<file path="src/rtl/nn_layer_engine.sv">
// Multi-layer fully-connected engine: NUM_UNITS parallel MACs fed by a synchronous weight RAM,
// with ReLU-and-saturate activation between layers and a one-cycle done pulse per run.
module nn_layer_engine #(
    parameter int unsigned NUM_UNITS  = 4,
    parameter int unsigned NUM_LAYERS = 2,
    parameter int unsigned DATA_W     = 8,
    parameter int unsigned WEIGHT_W   = 8,
    parameter int unsigned ACC_W      = 24,
    parameter int unsigned FRAC_BITS  = 4,
    parameter int unsigned ADDR_W     = 10
) (
    input  logic                          clk,
    input  logic                          reset,
    input  logic                          start,
    input  logic                          in_valid,
    input  logic [DATA_W-1:0]             in_data,
    output logic                          in_ready,
    output logic                          w_rd_en,
    output logic [ADDR_W-1:0]             w_addr,
    input  logic [NUM_UNITS*WEIGHT_W-1:0] w_data,
    output logic                          busy,
    output logic                          done,
    output logic [NUM_UNITS*DATA_W-1:0]   out_data,
    output logic                          rez
);

    localparam int unsigned IDX_W    = (NUM_UNITS > 1) ? $clog2(NUM_UNITS) : 1;
    localparam int unsigned LAYER_W  = (NUM_LAYERS > 1) ? $clog2(NUM_LAYERS) : 1;
    localparam int unsigned PROD_W   = DATA_W + WEIGHT_W + 1;
    localparam int unsigned MIN_ACC_W = DATA_W + WEIGHT_W + $clog2(NUM_UNITS) + 1;

    typedef enum logic [2:0] {
        StIdle,
        StLoad,
        StFetch,
        StMac,
        StAct,
        StDone
    } state_e;

    state_e                      state_q, state_d;
    logic [IDX_W-1:0]            cnt_q, cnt_d;
    logic [LAYER_W-1:0]          layer_q, layer_d;
    logic [DATA_W-1:0]           act_q [NUM_UNITS];
    logic [DATA_W-1:0]           act_d [NUM_UNITS];
    logic [DATA_W-1:0]           act_relu [NUM_UNITS];
    logic signed [ACC_W-1:0]     acc_q [NUM_UNITS];
    logic signed [ACC_W-1:0]     acc_d [NUM_UNITS];
    logic signed [ACC_W-1:0]     acc_mac [NUM_UNITS];
    logic [NUM_UNITS*DATA_W-1:0] out_q, out_d;
    logic                        rez_q, rez_d;

    logic [DATA_W-1:0] act_cur;
    logic              last_unit;
    logic              last_layer;
    logic [IDX_W:0]    next_k;
    logic [ADDR_W-1:0] layer_base;

    // Cycle i of MAC broadcasts act[i] to every unit.
    assign act_cur    = act_q[cnt_q];
    assign last_unit  = (cnt_q == IDX_W'(NUM_UNITS - 1));
    assign last_layer = (layer_q == LAYER_W'(NUM_LAYERS - 1));
    assign next_k     = {1'b0, cnt_q} + (IDX_W + 1)'(1);
    assign layer_base = ADDR_W'(layer_q) * ADDR_W'(NUM_UNITS);

    for (genvar j = 0; j < NUM_UNITS; j++) begin : g_unit
        logic signed [PROD_W-1:0] a_ext;
        logic signed [PROD_W-1:0] w_ext;
        logic signed [PROD_W-1:0] prod;
        logic signed [ACC_W-1:0]  shifted;

        // Activations are unsigned, so zero-extend before the signed multiply.
        assign a_ext = $signed({{(WEIGHT_W + 1){1'b0}}, act_cur});
        assign w_ext = $signed({{(DATA_W + 1){w_data[j*WEIGHT_W + WEIGHT_W - 1]}},
                                w_data[j*WEIGHT_W +: WEIGHT_W]});
        assign prod  = a_ext * w_ext;
        assign acc_mac[j] = acc_q[j] + {{(ACC_W - PROD_W){prod[PROD_W-1]}}, prod};

        assign shifted     = acc_q[j] >>> FRAC_BITS;
        assign act_relu[j] = shifted[ACC_W-1]             ? '0 :
                             (|shifted[ACC_W-2:DATA_W])   ? '1 :
                             shifted[DATA_W-1:0];
    end

    always_comb begin
        in_ready = (state_q == StLoad);
        busy     = (state_q != StIdle);
        done     = (state_q == StDone);
        w_rd_en  = 1'b0;
        w_addr   = '0;
        if (state_q == StFetch) begin
            w_rd_en = 1'b1;
            w_addr  = layer_base;
        end else if (state_q == StMac && next_k < (IDX_W + 1)'(NUM_UNITS)) begin
            w_rd_en = 1'b1;
            w_addr  = layer_base + ADDR_W'(next_k);
        end
    end

    always_comb begin
        state_d = state_q;
        cnt_d   = cnt_q;
        layer_d = layer_q;
        act_d   = act_q;
        acc_d   = acc_q;
        out_d   = out_q;
        rez_d   = rez_q;
        case (state_q)
            StIdle: begin
                if (start) begin
                    state_d = StLoad;
                    cnt_d   = '0;
                end
            end
            StLoad: begin
                if (in_valid) begin
                    act_d[cnt_q] = in_data;
                    if (last_unit) begin
                        state_d = StFetch;
                        cnt_d   = '0;
                        layer_d = '0;
                    end else begin
                        cnt_d = cnt_q + IDX_W'(1);
                    end
                end
            end
            StFetch: begin
                for (int j = 0; j < NUM_UNITS; j++) begin
                    acc_d[j] = '0;
                end
                cnt_d   = '0;
                state_d = StMac;
            end
            StMac: begin
                acc_d = acc_mac;
                if (last_unit) begin
                    cnt_d   = '0;
                    state_d = StAct;
                end else begin
                    cnt_d = cnt_q + IDX_W'(1);
                end
            end
            StAct: begin
                act_d = act_relu;
                if (last_layer) begin
                    state_d = StDone;
                end else begin
                    layer_d = layer_q + LAYER_W'(1);
                    state_d = StFetch;
                end
            end
            StDone: begin
                rez_d = 1'b1;
                for (int j = 0; j < NUM_UNITS; j++) begin
                    out_d[j*DATA_W +: DATA_W] = act_q[j];
                    if (act_q[j] == '0) begin
                        rez_d = 1'b0;
                    end
                end
                state_d = StIdle;
            end
            default: state_d = StIdle;
        endcase
    end

    always_ff @(posedge clk) begin
        if (reset) begin
            state_q <= StIdle;
            cnt_q   <= '0;
            layer_q <= '0;
            out_q   <= '0;
            rez_q   <= 1'b0;
            for (int j = 0; j < NUM_UNITS; j++) begin
                act_q[j] <= '0;
                acc_q[j] <= '0;
            end
        end else begin
            state_q <= state_d;
            cnt_q   <= cnt_d;
            layer_q <= layer_d;
            out_q   <= out_d;
            rez_q   <= rez_d;
            act_q   <= act_d;
            acc_q   <= acc_d;
        end
    end

    assign out_data = out_q;
    assign rez      = rez_q;

    // Accumulator width must cover the worst-case dot product without wrapping.
    always_ff @(posedge clk) begin
        if (!reset) begin
            assert (ACC_W >= MIN_ACC_W)
            else $error("nn_layer_engine: ACC_W=%0d below required %0d", ACC_W, MIN_ACC_W);
        end
    end

endmodule

</file>
<file path="config.mk">
export PLATFORM = sky130hd
export DESIGN_NAME = nn_layer_engine
export DESIGN_NICKNAME = d
export VERILOG_FILES = /design/src/rtl/nn_layer_engine.sv
export SDC_FILE = /design/constraint.sdc
export NUM_CORES = 1
export LEC_CHECK = 0
export CORE_MARGIN = 4
export CORE_UTILIZATION = 57
export CTS_CLUSTER_DIAMETER = 60
export DETAILED_ROUTE_END_ITERATION = 8
export PLACE_DENSITY_LB_ADDON = 0.08
export SYNTH_ARGS = -nofsm -noshare
export SYNTH_HDL_FRONTEND = slang
export SYNTH_SLANG_ARGS = --single-unit
</file>
<file path="constraint.sdc">
create_clock -name clk -period 6.68 [get_ports clk]
set_input_delay 1.336 -clock clk [delete_from_list [all_inputs] [get_ports clk]]
set_output_delay 1.336 -clock clk [all_outputs]
set_load 0.02 [all_outputs]
</file>
# Word level (Yosys, flattened, before mapping)
# Index checks and enable logic that the tools add are counted.
classes:
  addsub: 8
  mul: 4
  n_div: 0
  magnitude_cmp: 3
  n_eq_ne: 10
  n_shift: 0
  n_mux: 39
  bitwise_logic: 1
  n_reduce_logical: 19
op_table:
  columns: ["operator", "count"]
  rows:
  - ["one-hot mux 96 bit (2 select lines)", 1]
  - ["adder 24 bit", 4]
  - ["two-way mux 8 bit", 11]
  - ["multiplier 9 x 8 -> 17 bit", 4]
  - ["one-hot mux 32 bit (2 select lines)", 1]
  - ["OR reduction 12 bit", 4]
  - ["bitwise mux 32 bit", 1]
  - ["logical NOT 8 bit", 4]
  - ["two-way mux 32 bit", 1]
  - ["binary-select mux 8 bit (select 2 bit)", 1]
  - ["demux 8 bit (select 2 bit)", 1]
  - ["two-way mux 3 bit", 5]
  - ["one-hot mux 3 bit (5 select lines)", 1]
  - ["two-way mux 10 bit", 1]
  - ["two-way mux 1 bit", 9]
  - ["one-hot mux 2 bit (4 select lines)", 1]
  - ["equality test 3 x 2 -> 1 bit (second input constant)", 2]
  - ["equality test 3 bit (second input constant)", 2]
  - ["two-way mux 2 bit", 3]
  - ["!= test 2 bit (second input constant)", 3]
  - ["AND reduction 3 bit", 2]
  - ["adder 3 x 3 -> 4 bit", 1]
  - ["two-way mux 4 bit", 1]
  - ["AND reduction 4 bit", 1]
  - ["17 further kinds", 19]
word_totals:
  reg_bits: 167
  latchBits: 0
  ram_bits: 0
  rom_bits: 0
  in_bits: 44
  output_inout_bits: 47
  word_cells: 97
  mem_count: 0

# Longest topological paths before layout
# Gate-level depths: netlist of the first run.
depth:
  ltp_word: 8
  mapped_depth: 33
  depth_no_buf: 30

# Worst setup path before layout of the first run
# No wires, ideal clock.
synth_timing:
  kind: "register -> register"
  start: "register cnt_q[0]"
  end: "register acc_q[95] (netlist name)"
  setup_time_ns: 0.069
  arrival_ns: 6.931
  required_ns: 6.611
  slack_ns: -0.320
  stages_incl_launch_ff: 31
  n_path_buf: 3
  period_less_slack_ns: 7.000
  path_cell_list: "dfxtp_1 -> buf_2 -> mux4_2 -> clkbuf_1 -> and2_1 -> ha_1 -> inv_1 -> fa_1 -> inv_1 -> ha_1 -> inv_1 -> fa_1 -> inv_1 -> ha_1 -> fa_1 -> a211o_1 -> o211ai_1 -> a221oi_2 -> a41oi_1 -> a21oi_1 -> xnor2_1 -> ha_1 -> clkbuf_1 -> nand3_1 -> nor2_1 -> a32o_1 -> a21o_1 -> o21ai_0 -> xor2_1 -> or3_1 -> o21ai_1"
synth_via:
  elab_chain_len: 7
synth_lines:
  columns: ["element", "line", "text"]
  rows:
  - ["from (decl)", "42", "logic [IDX_W-1:0] cnt_q, cnt_d;"]
  - ["from (signal assigned)", "179", "cnt_q <= cnt_d;"]
  - ["NOT 2 -> 3 bit (not written as such)", "60", "assign act_cur = act_q[cnt_q];"]
  - ["binary-select mux 8 bit (select 2 bit)", "60", null]
  - ["two-way mux 8 bit (not written as such) (2 in a row)", "60", null]
  - ["multiplier 9 x 8 -> 17 bit", "76", "assign prod = a_ext * w_ext;"]
  - ["adder 24 bit", "77", "assign acc_mac[j] = acc_q[j] + {{(ACC_W - PROD_W){prod[PROD_W-1]}}, prod};"]
  - ["one-hot mux 96 bit (2 select lines)", "108", "case (state_q)"]
  - ["to (signal, indexed assignment)", "175", "acc_q[j] <= '0;"]
  - ["to (signal assigned)", "184", "acc_q <= acc_d;"]
  - ["to (decl)", "47", "logic signed [ACC_W-1:0] acc_q [NUM_UNITS];"]
# No other way between the ends. The select of a mux whose other input is x is not followed.
# A chain may end at the register's enable or synchronous reset.

# Final worst setup path of the first run
layout_timing:
  start: "register cnt_q[0]"
  end: "register acc_q[22] (netlist name)"
# The elaborated chain is that of the path after synthesis.

==> summary.md, run 1 <==
| Metric | Value |
|---|---|
| Outcome | `finished with violations` |
| Failing checks | `setup timing` |
| RSZ-0062 raised after global routing | `yes` |
| Slew headroom | `between 20 and 30%` |
| Post-synthesis sequential area ratio | `16.8%` |
| Worst skew pair latency | `between 0.4 and 0.5 ns` |
| Die area | `roughly 0.038 sq mm` |
| H-tree Lvls | `4` |
| Setup violators final | `15` |
| Final antenna-violating net count | `0` |
| Hold_sp | `out_data[28]$_SDFFE_PP0P_` |
| Number of flops mapped to enable cells by yosys | `0` |
| Crit path DAT | `around 7 ns` |
| Hold_ws | `0.459 ns` |
| Final nets | `between 3000 and 4000` |
| Slew Limit Fails | `0` |
| Crit path largest cell delay | `0.56 ns` |
| WP buf/inv | `7` |
| Final GP Congestion | `0.914` |
| Vias in the first global route | `around 20000` |
| DR vias | `approximately 19000` |
| Via density per instance | `~5.7` |
| Fmax | `approximately 150 MHz` |
| Hold depth | `2` |
| DP Cell Count | `between 3000 and 4000` |
| CTS root buf | `clkbuf_16` |
| Wire per inst | `between 15 and 20 um` |
| Fillers | `around 2500` |
| Kind of critical path | `flop to flop` |
| Max VDD drop | `roughly 0.18 mV` |
| Maxcap violations | `0` |
| Pwr Density | `145 mW/mm^2` |
| Port Buffers | `84` |
| Grt ovf | `0` |
| All-layer global routing usage | `a little under a third` |
| CTS clock-pin slew for the worst setup and hold paths | `around 0.080 ns` |
| Asr flop ratio synth | `0%` |
| Post-synth top flop | `dfxtp_1` |
| DIE HEIGHT | `around 190 um` |
| Clock tree buffer depth | `2` |
| CP Launch Type | `flop` |
| Core Area | `approximately 0.035 sq mm` |
| R2r startpoint | `cnt_q[0]$_SDFFE_PP0P_` |
| CP delay by family, top | `adder cells` |
| Num CTS Buffers | `17` |
| FF-to-FF path depth | `30` |
| Synth Warn # | `0` |
| Residual DRC count | `0` |
| Dpl hpwl | `between 40000 and 50000 um` |
| Worst slew pin tran | `around 1.1 ns` |
| Final WS setup | `-0.154 ns` |
| ANT cells | `0` |
| Leakage power | `around 13 nW` |
| TritonRoute pass-1 iters | `6` |
| Mapped Area | `around 0.02 sq mm` |
| Hold Path End | `out_data[28]$_SDFFE_PP0P_` |
| Required @ worst endpoint | `~7.0 ns` |
| Row Count | `a little under 70` |
| Reg2reg setup slack | `-0.15 ns` |
| Ratio of cells with drive above 1 in the final layout | `a little under a quarter` |
| Seq cells post-synth | `167` |
| Number of top-level pins | `between 90 and 100` |
| Layout area overhead | `31.3%` |
| Final min period | `6.83 ns` |
| Cts hold-fix bufs | `0` |
| CP max-delay cell | `mux4_2` |
| Fin. Hold Viols | `0` |
| Skew final | `about 0.011 ns` |
| Mapped Avg Cell Area | `roughly 8 sq um` |
| Post-Synthesis Cells | `between 2000 and 2500` |
| Endpoint class of the critical path | `flop` |
| Global-route wire length before repair | `96400 um` |
| Die W | `195 um` |
| Largest net degree at the start of global routing | `slightly above 90` |
| Crit-path max FO | `8` |
| Most frequent CP cell | `fa_1` |
| Starting Density | `57.7%` |
| TritonCTS clock tree | `yes` |
| FF-to-FF End | `acc_q[22]$_SDFFE_PP0N_` |
| Post-synthesis cell type count | `between 70 and 80` |
| CTS Sinks | `around 170` |
| Initial DRC Count | `1231` |
| Layout Cells excl Fill | `3363` |
| Final WL | `approximately 60000 um` |
| Initial antenna violation count | `1` |
| Final worst path period share | `102%` |
| Hold Crit Class | `flop to flop` |
## power breakdown
group          internal (mW)  switching, mW  leakage, nW
registers              0.998        0.00376         1.35
logic                  0.842          0.914         10.9
clock network          0.549          0.491        0.302
total                   2.39           1.41         12.5
## worst reg2reg max path: cells and delay by family (launching register included)
| kind | cells | cell delay, ns |
|---|---|---|
| multiplexers | 1 | 0.56 |
| adder cells (fa/ha/maj) | 6 | 2.56 |
| AND/OR/NAND/NOR | 3 | 0.28 |
| buffers and inverters | 7 | 0.69 |
| AO/OA/AOI/OAI | 11 | 1.84 |
| flip-flops | 1 | 0.43 |
| XOR/XNOR | 2 | 0.36 |
## logic make-up (layout without fill, tap and decap cells)
logic type | Yosys count | count (layout) | share of synthesized area, %
other cells | 1 | 6 | 0.0188
mux | 9 | 9 | 0.955
fa+ha+maj | 428 | 428 | 32.6
buf+inv | 394 | 835 | 7.58
simple gates | 824 | 824 | 19.9
compound gates | 522 | 522 | 17.0
xor+xnor | 117 | 117 | 5.15
flops | 167 | 167 | 16.8
## per-stage QoR
step	power, mW	worst slack (ns)	setup TNS, ns	area [sq um]	utilization, %
after floorplan	1.88	-0.0186	-0.0186	20000	-
after CTS	3.67	-0.0642	-0.175	25300	73.4
final	3.80	-0.154	-1.02	26200	75.7
after global routing	4.00	-0.458	-7.24	26200	75.7
after global placement	2.49	-0.837	-23.79	23900	69.2
after detailed placement	2.52	-0.981	-28.39	23900	69.2
## cell usage in the layout (no fill, tap or decap), types with 23 or more instances in the layout
cell,count
xnor2_1,70
nand2_1,262
nor3_1,23
inv_1,273
and2_1,164
buf_6,26
a21oi_2,31
ha_1,248
nor2b_1,28
xor2_1,40
buf_4,377
o21ai_0,58
a22oi_1,25
nand3_1,53
nor2_1,162
clkdlybuf4s50_1,51
a311oi_1,25
a21o_1,57
o21ai_1,31
a21oi_1,136
nand2b_1,25
fa_1,148
dfxtp_1,166
dlygate4sd2_1,31
## how the worst max path moves through the flow
stage                           from                      to  slack (ns)  depth (start not counted)
6_report       cnt_q[0]$_SDFFE_PP0P_  acc_q[22]$_SDFFE_PP0N_       -0.15                         30
5_1_grt        cnt_q[0]$_SDFFE_PP0P_  acc_q[47]$_SDFFE_PP0N_       -0.46                         32
4_1_cts        cnt_q[0]$_SDFFE_PP0P_  acc_q[47]$_SDFFE_PP0N_       -0.06                         27
3_5_place_dp              w_data[17]  acc_q[47]$_SDFFE_PP0N_       -0.98                         28
3_3_place_gp              w_data[17]  acc_q[47]$_SDFFE_PP0N_       -0.84                         28
2_1_floorplan              w_data[0]  acc_q[95]$_SDFFE_PP0N_       -0.02                         27
## flip-flops by register name, summed over array words and instances (netlist names)
name	count
acc_q	96
act_q	32
out_data	32
state_q	3
cnt_q	2
last_layer	1
rez	1
## final cells by class
| class | instances | area (sq um) | share of cell area (%) |
|---|---|---|---|
| Multi-Input combinational cell | 1906 | 16100 | 61.6 |
| Sequential cell | 167 | 3350 | 12.8 |
| Tap cell | 455 | 569 | 2.18 |
| Clock inverter | 14 | 176 | 0.674 |
| Inverter | 294 | 1100 | 4.22 |
| Timing Repair Buffer | 509 | 4400 | 16.8 |
| Clock buffer | 18 | 439 | 1.68 |
## layer usage
metal	track usage, %	wire length (um)	up-vias
met4	9.39	1690	0
li1	-	-	9155
met5	0	0	-
met1	43.0	26900	9120
met3	3.69	3670	143
met2	48.3	27700	631
## cells in the mapped netlist, types with 6 or more instances
library cell | number | share of area (%)
inv_1 | 293 | 5.5
ha_1 | 276 | 17
nand2_1 | 276 | 5.2
a21oi_1 | 172 | 4.3
nor2_1 | 171 | 3.2
and2_1 | 169 | 5.3
dfxtp_1 | 167 | 17
fa_1 | 152 | 15
o21ai_0 | 95 | 2.4
clkbuf_1 | 85 | 1.6
xnor2_1 | 76 | 3.3
a21o_1 | 57 | 2.1
nand3_1 | 54 | 1.4
xor2_1 | 41 | 1.8
nor2b_1 | 32 | 1.0
nor3_1 | 29 | 0.73
nand2b_1 | 28 | 0.88
a311oi_1 | 27 | 1.2
a22oi_1 | 25 | 0.94
o21bai_1 | 21 | 0.79
nor4_1 | 19 | 0.60
o211ai_1 | 14 | 0.53
a211oi_1 | 12 | 0.45
o21a_1 | 12 | 0.45
nand4_1 | 10 | 0.31
a2111oi_0 | 9 | 0.40
a31oi_1 | 9 | 0.28
and3_1 | 9 | 0.28
mux4_2 | 8 | 0.90
a21boi_0 | 7 | 0.26
nand3b_1 | 7 | 0.26
or3_1 | 7 | 0.22
buf_2 | 6 | 0.15
buf_4 | 6 | 0.23
## repair_timing
item | 4_1_cts | 5_1_grt
resized for setup | 168 | 142
setup buffers | 27 | 26
setup endpoints to repair | 38 | 37
cloned | 2 | 2
pin swaps | 102 | 81
Note: power is estimated with default switching activity, not from simulation.
==> run 2: changes to the inputs <==
Settings changed: CORE_UTILIZATION 57 to 55.
==> run 2 against run 1 <==
Net effect:
- the flow still finishes with violations (setup timing)
- routed wire length is 1.6% lower
- setup slack worse by 0.041 ns
- count of clock-buffer cells in the layout stayed put
- non-clock buffer count is 6 higher
- largest cell class unchanged
- highest routed layer unchanged
==> summary.md, run 2 (synthesis gave the netlist of run 1 again) <==
| Metric | Value |
|---|---|
| Largest register by flop count | `acc_q` |
| Setup_tns | `-1.21 ns` |
| Sw Ratio | `a little over a third` |
| Required @ worst endpoint | `7.05 ns` |
| CP delay by family, top | `adder cells` |
| Row Count | `between 60 and 70` |
| Setup violators final | `14` |
| Via density per instance | `approximately 5.6` |
| Grt ovf | `0` |
| Hold Crit Class | `flop to flop` |
| DR vias | `18900` |
| Outcome | `finished with violations` |
| Number of top-level pins | `a little over 90` |
| Layout area overhead | `30.6%` |
| Crit path largest cell delay | `between 0.6 and 0.7 ns` |
| Leakage power | `roughly 13 nW` |
| CTS root buf | `clkbuf_16` |
| Final nets | `3373` |
| Port Buffers | `84` |
| Global-route wire length before repair | `around 97000 um` |
| Clock share of power | `~28%` |
| CTS Sinks | `between 150 and 200` |
| Worst slew pin tran | `1.08 ns` |
| Slew Limit Fails | `0` |
| DP Cell Count | `3289` |
| Hold_ws | `between 0.4 and 0.5 ns` |
| Largest net degree at the start of global routing | `80` |
| Crit path DAT | `7.24 ns` |
| Dpl hpwl | `about 44000 um` |
| Kind of critical path | `flop to flop` |
| Die W | `198 um` |
| Combinational power share | `a little under half` |
| Crit-path max FO | `12` |
| Post-route cell area | `around 0.026 sq mm` |
| Clock tree buffer depth | `2` |
| Vias in the first global route | `about 19000` |
| Final worst path period share | `103%` |
| Starting Density | `a little under three fifths` |
| WP buf/inv | `6` |
| Die area | `about 0.039 sq mm` |
| Worst skew pair latency | `0.44 ns` |
| CP max-delay cell | `mux4_2` |
| RSZ-0062 raised after global routing | `yes` |
| Final core utilization | `72.9%` |
| Dpl cell area | `around 0.024 sq mm` |
| Skew final | `0.0132 ns` |
| Pint | `roughly 2.4 mW` |
| Switch Pwr | `~1.4 mW` |
| Largest register FFs | `96` |
| Final antenna-violating net count | `0` |
| Fin. Hold Viols | `0` |
| Fillers | `2767` |
| Layout Cells excl Fill | `about 3400` |
| Residual DRC count | `0` |
| H-tree Lvls | `4` |
| Final min period | `between 6 and 7 ns` |
| Ratio of cells with drive above 1 in the final layout | `22.6%` |
| Final WS setup | `-0.195 ns` |
| TritonCTS clock tree | `yes` |
| Initial antenna violation count | `2` |
| Final GP Congestion | `0.940` |
| Num CTS Buffers | `17` |
| Fmax | `around 150 MHz` |
| CP Launch Type | `flop` |
| TritonRoute pass-1 iters | `5` |
| Endpoint class of the critical path | `flop` |
| Final WL | `59000 um` |
| Most used cells in the layout excluding fill and tap cells | `buf_4, inv_1, nand2_1` |
| Most frequent CP cell | `fa_1` |
| Max VDD drop | `0.199 mV` |
| Maxcap violations | `0` |
| Core Area | `around 0.036 sq mm` |
| CTS clock-pin slew for the worst setup and hold paths | `about 0.07 ns` |
| Initial DRC Count | `between 1000 and 1500` |
| Wire per inst | `between 15 and 20 um` |
| Failing checks | `setup timing` |
| All-layer global routing usage | `around 30%` |
| Sequential power share | `26.5%` |
| Commonest non-fill, non-tap cell in the layout | `buf_4` |
| Pwr Density | `roughly 150 mW/mm^2` |
| DIE HEIGHT | `about 200 um` |
| Slew headroom | `between 20% and 30%` |
-- run 2: final timing paths --
kind / start / to / slack [ns] / cells after the start
setup / recovery: cnt_q[0]$_SDFFE_PP0P_ / acc_q[95]$_SDFFE_PP0N_ / -0.20 / 27
hold / removal: out_data[11]$_SDFFE_PP0P_ / out_data[11]$_SDFFE_PP0P_ / 0.46 / 2
setup reg to reg: cnt_q[0]$_SDFFE_PP0P_ / acc_q[95]$_SDFFE_PP0N_ / -0.20 / 27
hold reg to reg: out_data[11]$_SDFFE_PP0P_ / out_data[11]$_SDFFE_PP0P_ / 0.46 / 2
-- run 2: metrics by stage --
step	worst slack [ns]	power (mW)
3_5_place_dp	-1.02	2.52
4_1_cts	-0.0617	3.70
3_3_place_gp	-0.915	2.49
2_1_floorplan	-0.0186	1.88
6_report	-0.195	3.78
5_1_grt	-0.456	4.00
-- run 2: layer usage --
metal  wire [um]  global-route usage (%)  part of all wire [%]  vias to the layer above
li1            -                       -                     -                     9170
met2       27000                    48.4                    46                      511
met1       27300                    42.3                    46                     9077
met3        3240                    3.88                   5.5                      106
met4        1450                    8.57                   2.5                        0
met5           0                       0                     0                        -
-- run 2: final cells by class --
cell class	instances	area, sq um	share of cell area (%)
multi-input cells	1906	16000	61.6
repair buffers	515	4340	16.7
flip-flops and latches	167	3350	12.9
inverters	294	1100	4.24
well taps	461	577	2.22
clock buffers	18	439	1.69
clock inverters	14	179	0.688
diodes	1	2.50	0.00962
-- run 2: timing repair --
item                                    CTS  global route
gates resized for setup                 192            79
hold endpoints to repair                  0             0
endpoints found under the setup margin   38            41
pin swaps                               123            50
hold buffers                              0             0
setup buffers                            40            13
cloned                                    3             0
-- run 2: power groups by stage --
stage          clock network (mW)  registers [mW]  logic, mW
3_5_place_dp                    0            1.03       1.50
5_1_grt                      1.11            1.00       1.89
4_1_cts                      1.07            1.00       1.63
3_3_place_gp                    0            1.03       1.46
6_report                     1.05            1.00       1.72
2_1_floorplan                   0            1.02      0.856
-- run 2: worst min-delay path: cells and delay by family, from the launching register on --
kind	cells	cell delay (ns)
AOI/OAI and AO/OA	1	0.05
DFF	1	0.31
and+or+nand+nor	1	0.05
==> run 3: changes to the inputs <==
Settings changed: CTS_CLUSTER_DIAMETER 60 to unset.
Clock period 6.68 ns to 7.6 ns, I/O delays scaled along.
==> run 3 against run 2 <==
Net effect:
- the flow now finishes without violations
- sequential share of layout area increased by 1.7 points
- final area decreased by 12%
- first-iteration DRC count decreased by 21%
- via count decreased by 7.1%
- combinational power decreased by 33%
- utilization decreased by 8.7 points
- largest power group unchanged
==> summary.md, run 3 (synthesis gave the netlist of run 1 again) <==
| Metric | Value |
|---|---|
| Initial antenna violation count | `1` |
| CTS root buf | `clkbuf_16` |
| Dpl cell area | `roughly 0.022 sq mm` |
| CTS Sinks | `roughly 170` |
| Fmax | `roughly 140 MHz` |
| Leakage power | `11.0 nW` |
| Die area | `roughly 0.04 sq mm` |
| Final WL | `52800 um` |
| Skew final | `~0.0073 ns` |
| Worst slew pin tran | `0.988 ns` |
| Final core utilization | `between 60% and 70%` |
| Worst skew pair latency | `around 0.43 ns` |
| Die W | `198 um` |
| Slew Limit Fails | `0` |
| Starting Density | `55.9%` |
| Pwr Density | `approximately 130 mW/mm^2` |
| Core Area | `approximately 0.036 sq mm` |
| Hold_ws | `0.456 ns` |
| Fillers | `slightly above 3000` |
| Initial DRC Count | `~1100` |
| All-layer global routing usage | `between 20% and 30%` |
| Wire per inst | `approximately 17 um` |
| Final GP Congestion | `around 0.90` |
| Global-route wire length before repair | `87900 um` |
| Most used cells in the layout excluding fill and tap cells | `inv_1, nand2_1, ha_1` |
| Final nets | `approximately 3100` |
| TritonCTS clock tree | `yes` |
| Clock tree buffer depth | `2` |
| Pwr Total | `2.91 mW` |
| H-tree Lvls | `4` |
| Layout area overhead | `15.0%` |
| Hold Crit Class | `flop to flop` |
| Residual DRC count | `0` |
| Largest register FFs | `96` |
| Crit-path max FO | `6` |
| DIE HEIGHT | `between 150 and 200 um` |
| Slew headroom | `between 30% and 40%` |
| CTS clock-pin slew for the worst setup and hold paths | `about 0.07 ns` |
| Ratio of cells with drive above 1 in the final layout | `8.93%` |
| Final antenna-violating net count | `0` |
| Number of top-level pins | `just over 90` |
| Largest register by flop count | `acc_q` |
| Flip-flop and latch area | `0.00334 sq mm` |
| Crit path DAT | `~7.6 ns` |
| Dpl hpwl | `40800 um` |
| CP delay by family, top | `adder cells` |
| Fin. Hold Viols | `0` |
| ANT cells | `0` |
| Required @ worst endpoint | `7.97 ns` |
| Crit path largest cell delay | `between 0.5 and 0.6 ns` |
| Maxcap violations | `0` |
| Kind of critical path | `input pin to flop` |
| Setup violators final | `0` |
| Vias in the first global route | `about 18000` |
| Num CTS Buffers | `17` |
| CP Launch Type | `input pin` |
| RSZ-0062 raised after global routing | `yes` |
| Final min period | `about 7.3 ns` |
| Grt ovf | `0` |
| CP max-delay cell | `clkdlybuf4s50_1` |
| Via density per instance | `roughly 5.6` |
| Max VDD drop | `about 0.16 mV` |
| Commonest non-fill, non-tap cell in the layout | `inv_1` |
| WP buf/inv | `6` |
| DR vias | `approximately 18000` |
| Row Count | `69` |
| TritonRoute pass-1 iters | `5` |
| Outcome | `finished, final reports clean` |
| Post-route cell area | `roughly 0.023 sq mm` |
| Port Buffers | `84` |
| Footprint of the multi-input gates | `~0.015 sq mm` |
| Endpoint class of the critical path | `flop` |
| Final worst path period share | `95.6%` |
| Largest net degree at the start of global routing | `63` |
[run 3: changes by cell type in the layout (fill, tap and decap cells not counted), sizes merged, moves of 2 or more]
cell	before	now
bufinv	2	0
buf	430	160
bufbuf	2	0
dlygate4sd2	32	0
inv	302	304
clkinv	3	5
dlymetal6s2s	0	8
clkdlybuf4s50	51	75
[run 3: timing repair]
item	in CTS	in global routing
setup buffers	0	2
hold buffers	0	0
resized for setup	0	30
endpoints found under the setup margin	0	26
[run 3: through the flow]
stage / instances / setup TNS (ns) / setup WS (ns)
finish: 3103 / 0 / 0.331
global placement: 3069 / -0.0998 / -0.0498
global route: 3103 / -0.0651 / -0.0651
floorplan: 2467 / 0 / 0.527
detailed placement: 3069 / -0.898 / -0.263
CTS: 3101 / 0 / 0.0706
[run 3: where the power goes]
group	total [mW]	switching [mW]	internal (mW)
clock network	0.882	0.434	0.447
registers	0.885	0.00694	0.878
logic	1.15	0.647	0.501
[run 3: worst reg2reg max path, cell delays in order (launching register included)]
cell,delay [ns]
dfxtp_2,0.53
mux4_2,0.91
nand2b_1,0.32
fa_1,0.46
fa_1,0.49
inv_1,0.06
fa_1,0.53
inv_1,0.05
fa_1,0.56
inv_1,0.05
ha_1,0.33
inv_1,0.07
o21bai_1,0.06
a21oi_1,0.19
nor2b_1,0.08
o2111ai_1,0.18
nand3_1,0.13
nor2_1,0.15
xnor2_1,0.15
ha_1,0.30
a21o_1,0.18
a21o_1,0.17
a21o_1,0.18
a21o_1,0.18
a21oi_2,0.16
a21boi_0,0.29
xor2_1,0.17
o21ai_0,0.08
[run 3: final timing paths]
check                            start                         to  slack, ns  depth (start not counted)
min reg2reg  out_data[25]$_SDFFE_PP0P_  out_data[25]$_SDFFE_PP0P_       0.46                          2
max reg2reg      cnt_q[0]$_SDFFE_PP0P_     acc_q[18]$_SDFFE_PP0N_       0.44                         27
max                         w_data[18]     acc_q[47]$_SDFFE_PP0N_       0.33                         29
min          out_data[25]$_SDFFE_PP0P_  out_data[25]$_SDFFE_PP0P_       0.46                          2
[run 3: final cells by class]
type                            count  area share (%)
Clock inverter                     15           0.749
Clock buffer                       17            1.86
Sequential cell                   167            14.6
Multi-Input combinational cell   1906            66.4
Tap cell                          461            2.52
Timing Repair Buffer              243            9.07
Inverter                          294            4.82
[run 3: per-layer routing]
| metal | track usage, % | routed length (um) |
|---|---|---|
| met4 | 7.52 | 1290 |
| met5 | 0 | 0 |
| met1 | 39.6 | 25700 |
| met3 | 3.78 | 2980 |
| met2 | 41.9 | 22800 |
==> RTL edit, RTL diff (flow settings as in run 3) <==
`ADDR_W`: 10 -> 11.
--- a/src/rtl/nn_layer_engine.sv
+++ b/src/rtl/nn_layer_engine.sv
@@ -8,5 +8,5 @@
     parameter int unsigned ACC_W      = 24,
     parameter int unsigned FRAC_BITS  = 4,
-    parameter int unsigned ADDR_W     = 10
+    parameter int unsigned ADDR_W     = 11
 ) (
     input  logic                          clk,
Interface: changed (resized w_addr); port bits go from 91 to 92. No check against the original RTL was run, so the function may have changed too.
==> RTL edit against run 3 <==
Final area up 1.7%; setup slack worse by 0.053 ns; non-clock buffer count up 25; critical path depth unchanged; sequential cell count unchanged; cell count up 1.0%; routed wire length up 9.5%; fmax down 0.72%; first-iteration DRC count up 56%; total power up 2.5%; count of clock-buffer cells in the layout unchanged; area after synthesis about the same.
==> RTL edit: results (changes against run 3) <==
* Final HPWL DP at 41.2 mm (+1.0%)
* # port buffers at 84 (unchanged)
* Clk_lat worst skew at 0.45 ns (+0.02 ns)
* Post-synthesis adder-cell area fraction at 0.326 (about the same)
* Initial antenna violation count at 7 (+6)
* Crit path DAT at 7.63 ns (about the same)
* Area after DPL at 22300 µm² (+0.69%)
* Post-Synth XOR/XNOR Area at 0.0514 (about the same)
* Most frequent cell after synthesis: inv_1
* Peak VDD IR at 156 µV (+0.17%)
* Mapped Cells at 2463 (+0.041%)
* Crit path largest cell delay at 0.56 ns (+0.05 ns)
* R2R cell count at 31 (+15%)
* Static leakage at 11.2 nW (+2.1%)
* Biggest register: acc_q
* P_sw at 0.00112 W (+2.5%)
* Total track usage at 0.275 (+0.00510)
* Worst-margin pin slew at 1.05 ns (+0.0614 ns)
* Number of buffers created by CTS at 17 (unchanged)
* Root buffer cell: clkbuf_16
* 1st-iter DRT viols at 1645 (+56%)
* GR Util met2 at 0.415 (-0.00455)
* Largest net degree at the start of global routing at 62 (-1.6%)
* Gpl congestion at 0.920 (+2.4%)
* Dominant cells by area after synthesis: ha_1 17%, dfxtp_1 17%, fa_1 15%
* Synth warn at 0 (unchanged)
* Clk slew on worst S/H paths at 0.07 ns (about the same)
* Critical-path maximum fanout at 5 (-1)
* DP Worst Slack at -0.214 ns (+0.0484 ns)
* Vias per Instance at 5.71 (+1.2%)
* Layout cells sized above 1 at 0.100 (+0.0109)
* Min-delay worst type: reg2reg
* Final Max Slew Viols at 0 (unchanged)
* First-pass GRT wire length at 89.4 mm (+1.7%)
* Most crowded layer after global routing: met1
* # fillers at 3095 (-0.74%)
* GR Layer Usage met1 at 0.415 (+0.0192)
* Fin cells at 3135 (+1.0%)
* Clock skew at 0.0103 ns (+0.00298 ns)
* Multiplexer share of the synthesized area at 0.00955 (about the same)
* Status: complete, no violations
* Met3 GRT Util at 0.0429 (+0.00510)
* Compound-cell area share of the yosys netlist at 0.170 (about the same)
* Seq/Total Area, Yosys at 0.168 (about the same)
* Vias in the first global route at 17400 (-0.58%)
* Worst path top cell family by delay: adder cells
* Largest register FFs at 96 (unchanged)
* Final wirelength at 57.8 mm (+9.5%)
* CP max stage cell: fa_1
* Synth area leader: ha_1
-- RTL edit: changes by cell type after synthesis --
cell,change
buf_4,+1
-- RTL edit: power groups by stage --
stage	clock network, W	logic [W]	registers (W)
final	0.000902	0.00120	0.000888
after global routing	0.000948	0.00133	0.000888
after CTS	0.000913	0.00116	0.000884
after detailed placement	0	0.00114	0.000904
after global placement	0	0.00112	0.000904
after floorplan	0	0.000751	0.000901
-- RTL edit: metal layers --
metal | vias up | share of wire | routed length (µm)
li1 | 8703 | - | -
met1 | 8509 | 0.48 | 27700
met2 | 613 | 0.42 | 24200
met3 | 85 | 0.081 | 4690
met4 | 0 | 0.022 | 1260
met5 | - | 0 | 0
-- RTL edit: worst paths after layout --
check | start | endpoint | slack [ns]
setup / recovery | w_data[7] | acc_q[94] | 0.28
hold / removal | out_data[11] | out_data[11] | 0.46
setup reg to reg | cnt_q[0] | acc_q[94] | 0.30
hold reg to reg | out_data[11] | out_data[11] | 0.46
-- RTL edit: layout make-up --
type | count | area (µm²) | area share
diodes | 1 | 2.50 | 0.000107
clock buffers | 17 | 425 | 0.0183
clock inverters | 15 | 180 | 0.00774
inverters | 294 | 1100 | 0.0474
multi-input cells | 1912 | 15400 | 0.659
flip-flops and latches | 167 | 3350 | 0.144
well taps | 461 | 577 | 0.0248
repair buffers | 268 | 2300 | 0.0988
-- RTL edit: tightest hold or removal path: stages, from the launching register on --
cell	delay, ns
dfxtp_1	0.31
nand2_1	0.05
a21oi_1	0.05
-- RTL edit: timing repair --
action / in CTS / in global routing
resized for setup: 0 / 41
setup buffers: 0 / 8
endpoints found under the setup margin: 0 / 27
